## config.mk

```make
export PLATFORM = sky130hd
export DESIGN_NAME = ysyx_22050612_ifu
export DESIGN_NICKNAME = d
export VERILOG_FILES = /design/src/rtl/ysyx_22050612_ifu.sv
export SDC_FILE = /design/constraint.sdc
export NUM_CORES = 1
export LEC_CHECK = 0
export ABC_AREA = 0
export BUFFER_PORTS_ARGS = -buffer_cell sky130_fd_sc_hd__clkbuf_2
export CAP_MARGIN = 20
export CELL_PAD_IN_SITES_DETAIL_PLACEMENT = 0
export CELL_PAD_IN_SITES_GLOBAL_PLACEMENT = 1
export CORE_ASPECT_RATIO = 0.6
export CORE_MARGIN = 10
export CORE_UTILIZATION = 32
export CTS_BUF_LIST = sky130_fd_sc_hd__clkbuf_8
export DETAILED_ROUTE_END_ITERATION = 8
export PLACE_DENSITY = 0.88
export RECOVER_POWER = 25
export SKIP_LAST_GASP = 1
export SLEW_MARGIN = 20
export SYNTH_ARGS = -nofsm -noshare
export SYNTH_HDL_FRONTEND = slang
export SYNTH_SLANG_ARGS = --single-unit
```

## constraint.sdc

```tcl
create_clock -name clk_i -period 2.03 [get_ports clk_i]
set_clock_uncertainty 0.2 [all_clocks]
set_input_delay 0.203 -clock clk_i [delete_from_list [all_inputs] [get_ports clk_i]]
set_output_delay 0.203 -clock clk_i [all_outputs]
set_load 0.02 [all_outputs]
```

## src/rtl/ysyx_22050612_ifu.sv

```systemverilog
// ysyx_22050612_ifu: instruction fetch unit for the single-issue RV64 core.
// Owns the PC, fetches one aligned doubleword per instruction, extracts the
// 32-bit instruction, hands it to decode and waits for execute to commit the
// next PC. One instruction is in flight at a time.
// Optional feature macro: YSYX_22050612_IFU_PERF_EN (fetch/stall perf counters).
//
// state   | meaning
// --------+-------------------------------------------------------------
// S_IDLE  | just out of reset, outputs quiet, checks RESET_PC alignment
// S_REQ   | fetch request presented, address held until accepted
// S_WAIT  | request accepted, waiting for the response doubleword
// S_HOLD  | instruction offered to decode, held until taken
// S_EXEC  | decode took it, waiting for execute to commit dnpc
// S_FAULT | misaligned PC seen, fetch stopped until reset
module ysyx_22050612_ifu #(
    parameter logic [63:0] RESET_PC = 64'h0000_0000_8000_0000
) (
    input  logic        clk_i,
    input  logic        rst_i,
    output logic        mem_req_valid_o,
    input  logic        mem_req_ready_i,
    output logic [63:0] mem_req_addr_o,
    input  logic        mem_resp_valid_i,
    input  logic [63:0] mem_resp_data_i,
    output logic        inst_valid_o,
    input  logic        inst_ready_i,
    output logic [31:0] inst_o,
    output logic [63:0] inst_pc_o,
    input  logic        commit_valid_i,
    input  logic [63:0] commit_dnpc_i,
    output logic        fault_o,
    output logic [63:0] perf_fetch_cnt_o,
    output logic [63:0] perf_stall_cnt_o
);

    typedef enum logic [2:0] {
        S_IDLE  = 3'd0,
        S_REQ   = 3'd1,
        S_WAIT  = 3'd2,
        S_HOLD  = 3'd3,
        S_EXEC  = 3'd4,
        S_FAULT = 3'd5
    } state_t;

    state_t      state_q, state_d;
    logic [63:0] pc_q, pc_d;
    logic [31:0] inst_q, inst_d;
    logic [63:0] inst_pc_q, inst_pc_d;

    // State and datapath registers; reset returns to IDLE at RESET_PC with cleared outputs.
    always_ff @(posedge clk_i) begin
        if (rst_i) begin
            state_q   <= S_IDLE;
            pc_q      <= RESET_PC;
            inst_q    <= '0;
            inst_pc_q <= '0;
        end else begin
            state_q   <= state_d;
            pc_q      <= pc_d;
            inst_q    <= inst_d;
            inst_pc_q <= inst_pc_d;
        end
    end

    // Next-state logic and capture of the instruction / committed PC.
    always_comb begin
        state_d   = state_q;
        pc_d      = pc_q;
        inst_d    = inst_q;
        inst_pc_d = inst_pc_q;
        unique case (state_q)
            S_IDLE: begin
                state_d = (pc_q[1:0] != 2'b00) ? S_FAULT : S_REQ;
            end
            S_REQ: begin
                if (mem_req_ready_i) state_d = S_WAIT;
            end
            S_WAIT: begin
                if (mem_resp_valid_i) begin
                    // pc[2] selects which word of the aligned doubleword holds the instruction.
                    inst_d    = pc_q[2] ? mem_resp_data_i[63:32] : mem_resp_data_i[31:0];
                    inst_pc_d = pc_q;
                    state_d   = S_HOLD;
                end
            end
            S_HOLD: begin
                if (inst_ready_i) state_d = S_EXEC;
            end
            S_EXEC: begin
                if (commit_valid_i) begin
                    pc_d    = commit_dnpc_i;
                    state_d = (commit_dnpc_i[1:0] != 2'b00) ? S_FAULT : S_REQ;
                end
            end
            S_FAULT: begin
                state_d = S_FAULT;
            end
            default: begin
                state_d = S_IDLE;
            end
        endcase
    end

    // Handshake outputs decode the registered state only, so no input reaches them combinationally.
    assign mem_req_valid_o = (state_q == S_REQ);
    assign mem_req_addr_o  = (state_q == S_REQ) ? {pc_q[63:3], 3'b000} : 64'd0;
    assign inst_valid_o    = (state_q == S_HOLD);
    assign fault_o         = (state_q == S_FAULT);
    assign inst_o          = inst_q;
    assign inst_pc_o       = inst_pc_q;

`ifdef YSYX_22050612_IFU_PERF_EN
    logic [63:0] fetch_cnt_q, fetch_cnt_d;
    logic [63:0] stall_cnt_q, stall_cnt_d;

    // Fetch count bumps on the decode handshake; stall count on every REQ/WAIT cycle.
    always_comb begin
        fetch_cnt_d = fetch_cnt_q;
        stall_cnt_d = stall_cnt_q;
        if ((state_q == S_HOLD) && inst_ready_i) fetch_cnt_d = fetch_cnt_q + 64'd1;
        if ((state_q == S_REQ) || (state_q == S_WAIT)) stall_cnt_d = stall_cnt_q + 64'd1;
    end

    // Perf counter registers, cleared by reset.
    always_ff @(posedge clk_i) begin
        if (rst_i) begin
            fetch_cnt_q <= '0;
            stall_cnt_q <= '0;
        end else begin
            fetch_cnt_q <= fetch_cnt_d;
            stall_cnt_q <= stall_cnt_d;
        end
    end

    assign perf_fetch_cnt_o = fetch_cnt_q;
    assign perf_stall_cnt_o = stall_cnt_q;
`else
    assign perf_fetch_cnt_o = 64'd0;
    assign perf_stall_cnt_o = 64'd0;
`endif

endmodule

```

==> results of run 1 <==
registers in the layout, summed over array words and instances (netlist names):
signal and cells:
inst_o 32, inst_pc_o 64, state_q 3, pc_q 64
final cells by class:
type                    count  area [µm²]  area share (%)
well taps                 315         394            3.49
clock inverters            12         118            1.04
multi-input cells         698        3590            31.8
repair buffers            455        3660            32.4
clock buffers              19         262            2.31
inverters                   3        11.3          0.0996
flip-flops and latches    163        3270            28.9
routing by layer:
metal / up-vias / share of wire [%] / track usage [%]
li1: 3562 / - / -
met1: 3371 / 40 / 20.4
met2: 253 / 49 / 29.2
met3: 31 / 8.5 / 6.14
met4: 0 / 1.6 / 4.37
met5: - / 0 / 0
worst min-delay path: stages:
cell and delay [ps]:
sky130_fd_sc_hd__clkbuf_2 110, sky130_fd_sc_hd__nor3b_1 200, sky130_fd_sc_hd__a21oi_1 70, sky130_fd_sc_hd__nor2_1 90
sky130_fd_sc_hd__nor4_1 60
placed cells by master, fill, tap and decap left out, types with 33 or more instances in the layout:
cell and n:
sky130_fd_sc_hd__a21oi_1 131, sky130_fd_sc_hd__and2_4 46, sky130_fd_sc_hd__buf_6 35, sky130_fd_sc_hd__clkbuf_1 65, sky130_fd_sc_hd__clkbuf_2 165, sky130_fd_sc_hd__conb_1 131
sky130_fd_sc_hd__dfxtp_1 160, sky130_fd_sc_hd__dlygate4sd3_1 133, sky130_fd_sc_hd__mux2i_1 33, sky130_fd_sc_hd__nand2_1 256, sky130_fd_sc_hd__nor2_1 35
repair_timing:
item	4_1_cts	5_1_grt
setup buffers	4	1
setup endpoints to repair	62	62
hold buffers	133	0
pin swaps	1	15
gates cloned	2	5
gates resized for setup	90	139
endpoints found under the hold margin	123	0
power breakdown:
| group | internal [W] | switching (W) |
|---|---|---|
| clock | 0.00114 | 0.00122 |
| sequential | 0.00324 | 0.0000327 |
| combinational | 0.000543 | 0.000743 |
| total | 0.00492 | 0.00199 |
through the flow:
| stage | worst slack [ps] | hold slack (ps) | cell area (µm²) | setup TNS, ps |
|---|---|---|---|---|
| after floorplan | 303 | 127 | 8060 | 0 |
| after global placement | 259 | 227 | 8920 | 0 |
| after detailed placement | 218 | 233 | 8920 | 0 |
| after CTS | -185 | 60.8 | 11000 | -7250 |
| after global routing | -200 | 86.6 | 11300 | -9950 |
| final | -88.2 | 103 | 11300 | -3060 |
logic make-up (layout without fill, tap and decap cells):
group	Yosys count	in the layout	synth area share, %
flops	163	163	43.1
buf+inv	199	489	17.9
compound gates	168	168	13.9
other cells	1	131	0.0495
simple gates	366	366	20.7
mux	33	33	4.36
path summary, 6_finish.rpt:
kind                                end  slack (ps)                  startpoint
min             state_q[2]$_SDFFE_PP0P_         100            mem_resp_valid_i
min reg2reg  inst_pc_o[35]$_SDFFE_PP0P_         260  inst_pc_o[35]$_SDFFE_PP0P_
max reg2reg     inst_o[27]$_SDFFE_PP0P_         110        pc_q[2]$_SDFFE_PP0P_
max                   mem_req_addr_o[5]         -90     state_q[2]$_SDFFE_PP0P_
==> results.toml, run 1 <==
[synth]
ys_seq_elements = 163
yosysWarningCount = 0
synth-edff-count = 0
commonest_cells_post_synth = "256 x sky130_fd_sc_hd__nand2_1, 163 x sky130_fd_sc_hd__dfxtp_1, 138 x sky130_fd_sc_hd__buf_4"
synthArstFlopShare_pct = 0
yosys_most_used_dff = "sky130_fd_sc_hd__dfxtp_1"
synth.most_common_cell = "sky130_fd_sc_hd__nand2_1"
netlist_area_um2 = 7580
synth-seq-area-share_pct = 43.1
netlist-cell-type-count = 30
synthDominantAreaCellType = "sky130_fd_sc_hd__dfxtp_1"
synth_cells = 930
yosysTopAreaCellShare_pct = 43.1
post_synth.cell_area_avg_um2 = 8.15
netlist_top_cells_area = "sky130_fd_sc_hd__dfxtp_1 43%, sky130_fd_sc_hd__buf_4 14%, sky130_fd_sc_hd__nand2_1 13%"

[placement]
placed_cells = 1491
buffer_ports.inserted = 293
routabilityCongestion = 0.764
post-dp-hpwl_mm = 18.3

[layout]
fraction_of_final_layout_cells_sized_beyond_drive_strength_1_pct = 27.0
final_core_utilization_pct = 48.8
number_of_nets_at_the_end_of_the_flow = 1472
antenna-diode-count = 0
n_fill_cell = 2215
fin_cells = 1665
area_delta_synth_final_pct = 49.2

[routing]
post_drt_via_cell_ratio = 4.33
firstDrtPassIters = 5
drt_first_iter_violations = 476
drt-total-wl_mm = 28.8
drt_drc_violations_left = 0
detail-route-antenna-nets = 0
detail_route.wl_per_cell_um = 17.3
route.vias.total = 7217

[grt]
grt_start_max_net_pins = 101
grt_first_pass_wirelength_mm = 41.8
number_of_global_route_vias_before_repair = 7166
grt_antenna_before_repair = 0
track_usage_pct = 17.3
grt.overflow.total = 0

[cts]
clock_tree.root_cell = "sky130_fd_sc_hd__clkbuf_8"
clock_insertion_delay_worst_skew_ps = 460
tritoncts = "built"
clk_transition_reported_paths_ps = 100
h_tree_levels = 4
numCtsBuffers = 17
clockBufferDepth = 2
clock-sinks = 163

[timing]
hold_viol_final = 0
final_min_period_over_clock_period_pct = 104
slew_viol_final = 0
maxClockFrequency_mhz = 472
slew_headroom_pct = 59.3
setup_repair_after_global_routing_missed_its_margin = "true"
post_route_setup_slack_ps = -88.2
tightest_slew_ps = 610
setup_viol = 60
final_period_minus_worst_setup_slack_ps = 2120

[critical_path]
cp.required_ps = 1630
cp_cell_sequence = "nand2b_4 > nor2_4 > buf_12 > clkbuf_16 > and2_4 > buf_8"
worstSetupPathDepth = 6
crit_fanout = 8
crit_buf_inv = 3
r2r.worst_path.cells = 4
worst_setup_path_type = "flop to output port"
worst_path_dominant_cell_family = "buffers and inverters"
critical-path-max-stage-delay_ps = 360
critical_path_arrival_ps = 1720
cp-end-kind = "output port"
slowest_stage = "sky130_fd_sc_hd__dfxtp_4"
worstSetupStartpointType = "flop"

[worst_hold_path]
hold_removal_path_class = "input pin to flop"
min_path_cells = 5

[pwr]
power.density_cell_area_nw_per_um2 = 612
post-layout-total-power_w = 0.00691
static-leakage-power_nw = 4.59
vdd.ir_drop.worst_uv = 381

[floorplan]
design.core.area_um2 = 23200
chipHeight_um = 139
die_area_um2 = 30400
fp-row-count = 43
initial_core_util_pct = 32.7
die_width_um = 219
design.portCount = 425

[status]
status = "finished, violations left"
violated_checks = "setup timing"

[run]
drv_cap = 0
Power figures use the tool's default switching activity.
==> run 2: changes to the inputs <==
==> constraint.sdc (replaced) <==
create_clock -name clk_i -period 2.03 [get_ports clk_i]
set_clock_uncertainty 0.2 [all_clocks]
set_input_delay 0.3045 -clock clk_i [delete_from_list [all_inputs] [get_ports clk_i]]
set_output_delay 0.3045 -clock clk_i [all_outputs]
set_load 0.02 [all_outputs]
==> results.toml, run 2 (same netlist as run 1, synthesis figures left out) <==
[status]
status = "finished, violations left"
violated_checks = "setup timing"

[cts]
tritoncts = "built"
clk_transition_reported_paths_ps = 90
clockBufferDepth = 2
h_tree_levels = 4
clock_insertion_delay_worst_skew_ps = 470
numCtsBuffers = 17
clock-sinks = 163
clock_tree.root_cell = "sky130_fd_sc_hd__clkbuf_8"

[pwr]
static-leakage-power_nw = 4.55
vdd.ir_drop.worst_uv = 387
power.density_cell_area_nw_per_um2 = 621

[worst_hold_path]
hold_removal_path_class = "input pin to flop"

[timing]
setup_viol = 62
setup_repair_after_global_routing_missed_its_margin = "true"
post_route_setup_slack_ps = -213
hold_viol_final = 0
slew_viol_final = 0
maxClockFrequency_mhz = 446
final_min_period_over_clock_period_pct = 110
final_period_minus_worst_setup_slack_ps = 2240

[critical_path]
slowest_stage = "sky130_fd_sc_hd__dfxtp_4"
worstSetupPathDepth = 6
setup.reg_to_reg.worst_slack_ps = 130
cp-end-kind = "output port"
worst_path_dominant_cell_family = "simple AND/OR/NAND/NOR gates"
rr_endpoint = "inst_pc_o[39]$_SDFFE_PP0P_"
worstReg2RegStart = "state_q[2]$_SDFFE_PP0P_"
worst_setup_path_type = "flop to output port"
critical_path.endpoint = "mem_req_addr_o[28]"
cp.required_ps = 1530
crit_buf_inv = 3
cpMostUsedCell = "sky130_fd_sc_hd__buf_6"
cp_cell_sequence = "nand2b_4 > nor2_4 > buf_6 > clkbuf_16 > and2_4 > buf_6"
critical_path_arrival_ps = 1740
timing.critical_path.from = "state_q[2]$_SDFFE_PP0P_"
r2r.worst_path.cells = 6
critical-path-max-stage-delay_ps = 350
worstSetupStartpointType = "flop"
crit_fanout = 8

[run]
drv_cap = 0

[floorplan]
fp-row-count = 43
die_area_um2 = 30400
die_width_um = 219
initial_core_util_pct = 32.7
design.portCount = 425
design.core.area_um2 = 23200
chipHeight_um = 139

[grt]
track_usage_pct = 17.0
grt.overflow.total = 0
global_routing_met1_resource_utilization_pct = 20.4
number_of_global_route_vias_before_repair = 6885
grt_start_max_net_pins = 60
global_route.usage.met3_pct = 6.43
grt_antenna_before_repair = 1
grt_first_pass_wirelength_mm = 41.1
global_route.usage.met2_pct = 28.1
gr-max-usage-layer = "met2"

[layout]
number_of_nets_at_the_end_of_the_flow = 1467
layout.cells.most_common_list = "256 x sky130_fd_sc_hd__nand2_1, 176 x sky130_fd_sc_hd__clkbuf_2, 161 x sky130_fd_sc_hd__dfxtp_1"
area_delta_synth_final_pct = 47.3
fin_cells = 1662
final_core_utilization_pct = 48.1
fraction_of_final_layout_cells_sized_beyond_drive_strength_1_pct = 27.3
final_common_cell = "sky130_fd_sc_hd__nand2_1"
n_fill_cell = 2238

[routing]
drt-total-wl_mm = 28.0
post_drt_via_cell_ratio = 4.30
drt_drc_violations_left = 0
firstDrtPassIters = 5
detail-route-antenna-nets = 0
detail_route.wl_per_cell_um = 16.8
drt_first_iter_violations = 426
route.vias.total = 7141

[placement]
routabilityCongestion = 0.757
buffer_ports.inserted = 293
post-dp-hpwl_mm = 18.6
placed_cells = 1494
[run 2: report_power, final]
part	switching [W]	leakage (nW)	internal (W)
clock network	0.00128	0.202	0.00112
registers	0.0000317	1.32	0.00324
logic	0.000725	3.03	0.000530
[run 2: worst min path at each step]
stage	startpoint	to	slack [ps]	cells past startpoint
after detailed placement	inst_pc_o[27]$_SDFFE_PP0P_	inst_pc_o[27]$_SDFFE_PP0P_	250	2
after global placement	inst_pc_o[37]$_SDFFE_PP0P_	inst_pc_o[37]$_SDFFE_PP0P_	240	2
after CTS	mem_resp_data_i[51]	inst_o[19]$_SDFFE_PP0P_	4	3
final	mem_resp_data_i[16]	inst_o[16]$_SDFFE_PP0P_	30	3
after global routing	mem_resp_data_i[16]	inst_o[16]$_SDFFE_PP0P_	6	3
after floorplan	commit_dnpc_i[31]	pc_q[31]$_SDFFE_PP1P_	230	2
[run 2: timing repair]
action	in CTS	in global routing
hold buffers	124	0
buffers inserted	4	4
pin swaps	15	10
endpoints found under the hold margin	107	0
endpoints found under the setup margin	63	65
gates resized for setup	79	121
cloned	3	2
[run 2: per-stage QoR]
step	power, W	setup slack (ps)	hold WS (ps)	setup TNS [ps]	instance area [µm²]
after CTS	0.00692	-242	4.44	-11660	11000
after global routing	0.00723	-325	5.76	-17760	11200
final	0.00693	-213	30.9	-10450	11200
after floorplan	0.00408	202	229	0	8060
after global placement	0.00419	222	241	0	8940
after detailed placement	0.00420	182	246	0	8940
[run 2: layout make-up]
| type | count | area (µm²) | share of cell area, % |
|---|---|---|---|
| Inverter | 3 | 11.3 | 0.101 |
| Timing Repair Buffer | 450 | 3510 | 31.5 |
| Clock inverter | 14 | 138 | 1.23 |
| Multi-Input combinational cell | 698 | 3580 | 32.1 |
| Clock buffer | 18 | 248 | 2.22 |
| Antenna cell | 1 | 2.50 | 0.0224 |
| Tap cell | 315 | 394 | 3.53 |
| Sequential cell | 163 | 3270 | 29.3 |
[run 2: worst reg2reg max path: stages (launching register included)]
cell                       delay (ps)
sky130_fd_sc_hd__dfxtp_4          350
sky130_fd_sc_hd__buf_4            160
sky130_fd_sc_hd__nand2b_4         160
sky130_fd_sc_hd__or3_2            460
sky130_fd_sc_hd__buf_4            260
sky130_fd_sc_hd__nand2_1          130
sky130_fd_sc_hd__a21oi_1           70
[run 2: routing by layer]
metal  share of wire (%)  vias to the layer above
met2                  49                      237
li1                    -                     3550
met5                   0                        -
met3                 8.5                       18
met1                  41                     3336
met4                 1.1                        0
==> run 3: changes to the inputs <==
Settings changed: BUFFER_PORTS_ARGS -buffer_cell sky130_fd_sc_hd__clkbuf_2 to default, CORE_AREA from default to 10 10 156 158, CORE_ASPECT_RATIO 0.6 to default, CORE_MARGIN 10 to default, CORE_UTILIZATION 32 to default, DIE_AREA from default to 0 0 166 168, DONT_BUFFER_PORTS from default to 1, PLACE_DENSITY 0.88 to 0.72.
Clock period 2.03 ns to 2.65 ns, I/O delays scaled along.
==> results.toml, run 3 (same netlist as run 1, synthesis figures left out) <==
[timing]
hold_viol_final = 0
timing.setup.tns_ps = 0
setup_repair_after_global_routing_missed_its_margin = "false"
slew_headroom_pct = 47.0
tightest_slew_ps = 796
final_min_period_over_clock_period_pct = 92.1
setup_viol = 0
maxClockFrequency_mhz = 410
final_period_minus_worst_setup_slack_ps = 2440
slew_viol_final = 0

[grt]
grt_start_max_net_pins = 96
grt_first_pass_wirelength_mm = 35.1
grt_antenna_before_repair = 1
grt.overflow.total = 0
number_of_global_route_vias_before_repair = 6137
track_usage_pct = 15.6

[floorplan]
initial_core_util_pct = 35.4
fp-row-count = 54
design.core.area_um2 = 21400
chipHeight_um = 168
die_width_um = 166
design.portCount = 425
die_area_um2 = 27900

[run]
drv_cap = 0

[pwr]
static-leakage-power_nw = 3.35
power_report.internal_total_w = 0.00331
clockPowerShare_pct = 35.5
combPwrFrac_pct = 10.9
vdd.ir_drop.worst_uv = 248
power.share.switching_pct = 30.6
p_switching_w = 0.00146
pwr-share-seq_pct = 53.5
power.density_cell_area_nw_per_um2 = 536

[critical_path]
worstSetupStartpointType = "flop"
timing.critical_path.from = "state_q[1]$_SDFFE_PP0P_"
setup.reg_to_reg.worst_slack_ps = 210
worst_setup_path_type = "flop to flop"
cp.required_ps = 2780
r2r.worst_path.cells = 6
rr_endpoint = "inst_pc_o[28]$_SDFFE_PP0P_"
cp-end-kind = "flop"
crit_fanout = 43
worstReg2RegStart = "state_q[1]$_SDFFE_PP0P_"
critical_path_arrival_ps = 2570
critical_path.endpoint = "inst_pc_o[28]$_SDFFE_PP0P_"

[layout]
layout.cells.most_common_list = "256 x sky130_fd_sc_hd__nand2_1, 160 x sky130_fd_sc_hd__dfxtp_1, 131 x sky130_fd_sc_hd__a21oi_1, 131 x sky130_fd_sc_hd__conb_1, 122 x sky130_fd_sc_hd__dlygate4sd3_1"
area_delta_synth_final_pct = 17.4
number_of_nets_at_the_end_of_the_flow = 1156
final_common_cell = "sky130_fd_sc_hd__nand2_1"
fin_cells = 1316
fraction_of_final_layout_cells_sized_beyond_drive_strength_1_pct = 7.83

[cts]
clock_tree.root_cell = "sky130_fd_sc_hd__clkbuf_8"
clockBufferDepth = 2
tritoncts = "built"
numCtsBuffers = 17
clk_transition_reported_paths_ps = 100
clock_insertion_delay_worst_skew_ps = 440
h_tree_levels = 4
clock-sinks = 163

[placement]
placed_cells = 1156
post-dp-hpwl_mm = 16.4
routabilityCongestion = 0.773
buffer_ports.inserted = 0

[status]
status = "complete, no violations"

[worst_hold_path]
min_path_cells = 2
hold_removal_path_class = "input pin to flop"

[routing]
detail-route-antenna-nets = 0
drt_first_iter_violations = 328
detail_route.wl_per_cell_um = 17.8
route.vias.total = 6001
drt_drc_violations_left = 0
drt-total-wl_mm = 23.5
firstDrtPassIters = 4
post_drt_via_cell_ratio = 4.56
==> run 3: layer usage <==
layer  global-route usage, %  share of wire [%]  up-vias
met5                       0                  0        -
met4                    5.35                2.1        0
met3                    5.59                7.4       25
met2                    27.9                 51      263
met1                    16.6                 39     2773
li1                        -                  -     2940
==> run 3: repair_timing <==
item,in CTS,in global routing
gates resized for setup,0,2
endpoints found under the setup margin,0,112
buffers inserted,0,4
hold buffers,120,3
endpoints found under the hold margin,163,3
==> run 3: layout make-up <==
| class | count | area, µm² |
|---|---|---|
| clock buffer | 17 | 234 |
| antenna | 1 | 2.50 |
| fill | 2207 | 12500 |
| clock inverter | 15 | 129 |
| multi-input combinational | 698 | 3470 |
| sequential | 163 | 3270 |
| inverter | 3 | 11.3 |
| timing repair buffer | 139 | 1430 |
| tap | 280 | 350 |
==> run 3: worst max-delay path, stage by stage, from the launching register on <==
cell                            delay [ps]
sky130_fd_sc_hd__dfxtp_2               470
sky130_fd_sc_hd__inv_2                 140
sky130_fd_sc_hd__or3_2                 480
sky130_fd_sc_hd__buf_4                 290
sky130_fd_sc_hd__nand2_1               120
sky130_fd_sc_hd__a21oi_1                70
sky130_fd_sc_hd__dlygate4sd3_1         560
==> run 3: how the worst min path moves through the flow <==
stage                                     start                         end  slack [ps]
after floorplan           pc_q[10]$_SDFFE_PP0P_  inst_pc_o[10]$_SDFFE_PP0P_         240
after global placement    pc_q[25]$_SDFFE_PP0P_  inst_pc_o[25]$_SDFFE_PP0P_         250
after detailed placement  pc_q[38]$_SDFFE_PP0P_  inst_pc_o[38]$_SDFFE_PP0P_         250
after CTS                   mem_resp_data_i[10]     inst_o[10]$_SDFFE_PP0P_         0.7
after global routing               inst_ready_i     state_q[1]$_SDFFE_PP0P_           4
final                       mem_resp_data_i[10]     inst_o[10]$_SDFFE_PP0P_          40
==> run 3: power groups by stage <==
stage / Sequential [W] / Clock, W / Combinational [W]
floorplan: 0.00259 / 0 / 0.000542
global placement: 0.00261 / 0 / 0.000392
detailed placement: 0.00261 / 0 / 0.000397
CTS: 0.00255 / 0.00177 / 0.000508
global route: 0.00256 / 0.00187 / 0.000564
finish: 0.00255 / 0.00169 / 0.000520
==> run 3: through the flow <==
step | hold slack [ps] | total power [W] | instance area [µm²] | setup slack (ps) | util [%]
2_1_floorplan | 241 | 0.00313 | 8060 | 729 | -
4_1_cts | 0.724 | 0.00483 | 8830 | 48.7 | 41.2
3_5_place_dp | 254 | 0.00301 | 7250 | 588 | 33.8
5_1_grt | 4.02 | 0.00499 | 8890 | 62.6 | 41.5
6_report | 42.3 | 0.00477 | 8890 | 208 | 41.5
3_3_place_gp | 250 | 0.00300 | 7250 | 608 | 33.8
